File: src/rtl/bus_seq_pkg.sv
// Shared types and constants for the bus source sequencer.
// Used by the sequencer top and its priority encoder.
package bus_seq_pkg;

   typedef enum logic [1:0] {
      IDLE  = 2'd0,
      ISSUE = 2'd1,
      DONE  = 2'd2
   } seq_state_t;

   localparam int NSRC_DEF = 32;
   localparam int SELW_DEF = 5;
   localparam int TMO_W    = 8;

endpackage

File: src/rtl/prio_enc32.sv
// Lowest-set-bit encoder: mask in, index plus any-set flag out.
// Purely combinational.
module prio_enc32
   import bus_seq_pkg::*;
#(
   parameter int NSRC = NSRC_DEF,
   parameter int SELW = SELW_DEF
) (
   input  logic [NSRC-1:0] mask,
   output logic [SELW-1:0] idx,
   output logic            any
);

   // Scan from the top down so the lowest set bit is written last.
   always_comb begin
      idx = '0;
      any = 1'b0;
      for (int i = NSRC - 1; i >= 0; i--) begin
         if (mask[i]) begin
            idx = SELW'(i);
            any = 1'b1;
         end
      end
   end

endmodule

File: src/rtl/bus_source_sequencer.sv
// Walks a batch of bus-drive requests in ascending order, one grant
// at a time, with a per-grant watchdog that skips silent consumers.
module bus_source_sequencer
   import bus_seq_pkg::*;
#(
   parameter int NSRC = NSRC_DEF,
   parameter int SELW = SELW_DEF,
   parameter int TMO  = 15
) (
   input  logic            clk,
   input  logic            clr_n,
   input  logic            req_valid,
   input  logic [NSRC-1:0] req_mask,
   output logic            req_ready,
   output logic [SELW-1:0] sel,
   output logic            sel_valid,
   input  logic            bus_ack,
   input  logic            abort,
   output logic            done,
   output logic            tmo_flag,
   output logic [SELW-1:0] tmo_src
);

   seq_state_t       state;
   logic [NSRC-1:0]  pend;
   logic [NSRC-1:0]  pend_nxt;
   logic [TMO_W-1:0] cnt;
   logic             grant_end;
   logic             timeout;
   logic [SELW-1:0]  nxt_idx;
   logic             nxt_any;

   // Encoding the next pending mask lets sel update with no bubble.
   prio_enc32 #(
      .NSRC (NSRC),
      .SELW (SELW)
   ) u_enc (
      .mask (pend_nxt),
      .idx  (nxt_idx),
      .any  (nxt_any)
   );

   always_comb begin
      pend_nxt  = pend;
      grant_end = 1'b0;
      timeout   = 1'b0;
      case (state)
         IDLE: begin
            if (req_valid) pend_nxt = req_mask;
         end
         ISSUE: begin
            if (abort) begin
               pend_nxt = '0;
            end else begin
               if (bus_ack) begin
                  grant_end = 1'b1;
               end else if (cnt == TMO_W'(TMO - 1)) begin
                  grant_end = 1'b1;
                  timeout   = 1'b1;
               end
               if (grant_end) pend_nxt = pend & ~(NSRC'(1) << sel);
            end
         end
         default: ;
      endcase
   end

   always_ff @(posedge clk or negedge clr_n) begin
      if (!clr_n) begin
         state     <= IDLE;
         pend      <= '0;
         cnt       <= '0;
         sel       <= '0;
         sel_valid <= 1'b0;
         req_ready <= 1'b1;
         done      <= 1'b0;
         tmo_flag  <= 1'b0;
         tmo_src   <= '0;
      end else begin
         pend <= pend_nxt;
         done <= 1'b0;
         case (state)
            IDLE: begin
               if (req_valid) begin
                  tmo_flag  <= 1'b0;
                  cnt       <= '0;
                  req_ready <= 1'b0;
                  if (nxt_any) begin
                     state     <= ISSUE;
                     sel       <= nxt_idx;
                     sel_valid <= 1'b1;
                  end else begin
                     state <= DONE;
                     done  <= 1'b1;
                  end
               end
            end
            ISSUE: begin
               if (abort) begin
                  state     <= IDLE;
                  sel_valid <= 1'b0;
                  req_ready <= 1'b1;
                  cnt       <= '0;
               end else if (grant_end) begin
                  cnt <= '0;
                  if (timeout) begin
                     tmo_flag <= 1'b1;
                     tmo_src  <= sel;
                  end
                  if (nxt_any) begin
                     sel <= nxt_idx;
                  end else begin
                     state     <= DONE;
                     sel_valid <= 1'b0;
                     done      <= 1'b1;
                  end
               end else begin
                  cnt <= cnt + 1'b1;
               end
            end
            DONE: begin
               state     <= IDLE;
               req_ready <= 1'b1;
            end
            default: begin
               state     <= IDLE;
               sel_valid <= 1'b0;
               req_ready <= 1'b1;
            end
         endcase
      end
   end

endmodule

File: config.mk
export PLATFORM = sky130hd
export DESIGN_NAME = bus_source_sequencer
export DESIGN_NICKNAME = d
export VERILOG_FILES = /design/src/rtl/bus_seq_pkg.sv /design/src/rtl/prio_enc32.sv /design/src/rtl/bus_source_sequencer.sv
export SDC_FILE = /design/constraint.sdc
export NUM_CORES = 1
export LEC_CHECK = 0
export CAP_MARGIN = 20
export CORE_MARGIN = 1.5
export CORE_UTILIZATION = 54
export DETAILED_ROUTE_END_ITERATION = 10
export PLACE_DENSITY_LB_ADDON = 0.1
export SLEW_MARGIN = 20
export SYNTH_ARGS = -nofsm -noshare
export SYNTH_HDL_FRONTEND = slang
export SYNTH_SLANG_ARGS = --single-unit
export TNS_END_PERCENT = 20
File: constraint.sdc
create_clock -name clk -period 3.4 [get_ports clk]
set_clock_uncertainty 0.05 [all_clocks]
set_input_delay 0.34 -clock clk [delete_from_list [all_inputs] [get_ports clk]]
set_output_delay 0.34 -clock clk [all_outputs]
set_load 0.005 [all_outputs]
==> run summary, run 1 <==
result of the run: complete, no violations
Vias/cell: 6.44
Warnings, synthesis: 0
fraction of power spent switching nets: 37.2%
number of antenna diodes: 0
setup slack on the worst flop-to-flop path: 0.12 ns
initial antenna violation count: 0
compound-gate portion of the synthesized area: 26.2%
die span in x: 81.8 um
area of the mapped netlist: 3360 um2
number of fill cells: 468
share of final-layout standard cells stronger than drive strength 1: 19.8%
TritonCTS buffer count: 5
HPWL reported at the end of detailed placement: 7170 um
mean instance size in the synthesized netlist: 9.37 um2
Tightest Pin Transition: 0.847 ns
commonest non-fill, non-tap cells in the layout: dfrtp_1, clkdlybuf4s50_1, buf_4
initial DRC count: 310
Longest Clk Path Bufs: 2
CP Data Required Time: 3.61 ns
met3 capacity usage during global routing: 4.78%
number of endpoints failing setup at the final stage: 0
max-slew headroom at the worst pin: 43.5%
number of flops mapped to enable cells by yosys: 0
layout overhead on the synthesized area: 30.4%
overall overflow remaining after global route: 0
CTS Root Cell: clkbuf_8
count of unique library cells instantiated by Yosys: 72
Adder-Cell Fraction of Synth Area: 0.746%
simple-gate portion of the synthesized area: 24.5%
post-synthesis mux area share: 2.09%
most heavily used metal layer in global routing: met2
Final GP Congestion: 0.985
final-report hold violation count: 0
Power Total: 2.11 mW
number of global-route vias before repair: 3154
met2 GRT Util: 51.1%
overall die area: 6700 um2
post-layout minimum cycle time: 3.28 ns
share of flip-flops with an asynchronous set or reset: 100%
Final Non-Filler Cells: 525
number of nets in the final layout: 488
number of placed I/O pins: 51
peak supply drop: 0.000293 V
Port Buffers: 50
cell leakage power: 1.98 nW
chip height: 81.8 um
cell area after layout: 4370 um2
FMAX: 305 MHz
sw power: 784 uW
Routed WL: 10000 um
H-tree depth: 2
sequential power share: 40.5%
largest net degree at the start of global routing: 38
clk slew on worst S/H paths: 0.11 ns
max-cap check violation count: 0
Seq cells post-synth: 56
area of placed instances: 4210 um2
power per cell area: 482 nW/um2
std cell rows: 28
part of the cycle the worst path needs: 96.6%
GRT Resource Usage Total: 30.5%
effective utilization at floorplan: 56.3%
endpoint arrival time on the critical path: 3.50 ns
vias after detailed routing: 3379
met1 layer usage reported by global route: 39.9%
Clock Power Share: 17.9%
cell count after synthesis: 358
xor and xnor area share after synthesis: 0%
number of buffers inserted by hold repair at cts: 0
Inst Count DP: 512
commonest non-fill, non-tap cell in the layout: dfrtp_1
Post-synth top flop: dfrtp_1
clock tree from TritonCTS: yes
internal power component: 1.32 mW
detailed-routing iteration count for the pre-antenna-repair pass: 5
Hold Path Class: in2async
critical path start-end classification: reg2reg
crit path capture type: register
Worst Setup Start Kind: register
top fanout value on the critical path: 7
Core Footprint: 5960 um2
clock insertion delay at the later pin of the skew report: 0.32 ns
fraction of the yosys area taken by sequential cells: 41.8%
number of max-slew violations in the final report: 0
global-route wire length before repair: 15400 um
number of remaining DRC errors: 0
average wire per standard cell: 19.1 um
combinational fraction of design power: 41.7%
Synthesized Nets: 397
antenna-violating nets left: 0
largest family of logic cells by synthesized area: compound AO/OA/AOI/OAI gates
sinks on the clock net: 56
final sum of negative setup slack: 0 ns
-- metrics by stage --
| stage | hold slack [ns] | setup WS [ns] | util (%) |
|---|---|---|---|
| 6_report | 0.0650 | 0.117 | 73.4 |
| 5_1_grt | 0.120 | -0.0259 | 73.4 |
| 4_1_cts | 0.101 | 0.0498 | 72.3 |
| 3_5_place_dp | 0.437 | -0.0192 | 70.8 |
| 3_3_place_gp | 0.427 | 0.0761 | 70.8 |
| 2_1_floorplan | -0.00559 | 0.425 | - |
-- worst max-delay path, cell delays in order (launching register included) --
cell,delay [ns]
dfrtp_1,0.39
inv_1,0.06
ha_1,0.16
nor4b_4,0.26
buf_4,0.19
a21o_4,0.17
nand3_1,0.08
a32o_2,0.29
or4_4,0.56
nor4_4,0.34
nand4_4,0.17
buf_4,0.19
o31ai_2,0.18
a22o_1,0.15
-- logic make-up after synthesis --
| kind of cell | after synthesis |
|---|---|
| adders and majority gates | 2 |
| and+or+nand+nor | 141 |
| buffers and inverters | 33 |
| DFF | 56 |
| muxes | 6 |
| AOI/OAI and AO/OA | 120 |
-- repair_timing --
action                                  in CTS  in global routing
endpoints found under the setup margin       0                  6
gates resized for setup                      0                  7
setup buffers                                0                  4
-- path summary, 6_finish.rpt --
kind,startpoint,depth (start not counted),to
min,clr_n,1,cnt[2]
min reg2reg,tmo_src[0],2,tmo_src[0]
max,cnt[0],13,sel_valid
max reg2reg,cnt[0],13,sel_valid
max in group asynchronous,clr_n,2,pend[13]
min in group clk,tmo_src[0],2,tmo_src[0]
-- power groups by stage --
stage          Combinational, mW  Clock, mW  Sequential, mW
6_report                   0.879      0.377           0.854
5_1_grt                    0.940      0.414           0.861
4_1_cts                    0.847      0.384           0.848
3_5_place_dp               0.842          0           0.861
3_3_place_gp               0.834          0           0.858
2_1_floorplan              0.487          0           0.817
-- layer usage --
metal,vias to the layer above,part of all wire [%]
met5,-,0
met4,0,2.3
met3,21,5.9
met2,151,49
met1,1649,42
li1,1558,-
-- area by class of cell --
type / count / area [um2] / area share [%]
repair buffers: 100 / 896 / 20.5
clock buffers: 5 / 68.8 / 1.57
multi-input cells: 270 / 1830 / 41.8
well taps: 75 / 93.8 / 2.15
flip-flops and latches: 56 / 1400 / 32.1
clock inverters: 3 / 22.5 / 0.515
inverters: 16 / 60.1 / 1.37
-- state kept, by name, summed over array words and instances (netlist names) --
register   count
req_ready      1
state          2
tmo_flag       1
done           1
pend          32
sel            5
sel_valid      1
cnt            8
tmo_src        5
-- synthesized netlist by cell type (8+ instances only) --
library cell | n | area, um2
a31oi_1 | 8 | 50.1
o21ai_0 | 22 | 110
dfrtp_1 | 55 | 1380
a21oi_1 | 16 | 80.1
nand3_1 | 14 | 70.1
nand2_1 | 33 | 124
nor2b_1 | 10 | 62.6
clkbuf_1 | 10 | 37.5
a32o_1 | 8 | 80.1
and3_1 | 10 | 62.6
inv_1 | 15 | 56.3
a22oi_1 | 8 | 60.1
nor2_1 | 20 | 75.1
(Power assumes the default switching activity.)
==> run 2: changes to the inputs <==
- CTS_CLUSTER_SIZE: default -> 20
==> results of run 2 <==
Final layout, timing and power as in run 1 (identical DEF).
==> run 3: changes to the inputs <==
- CAP_MARGIN: 20 -> default
==> results of run 3 <==
Final layout, timing and power as in run 1 (identical DEF).
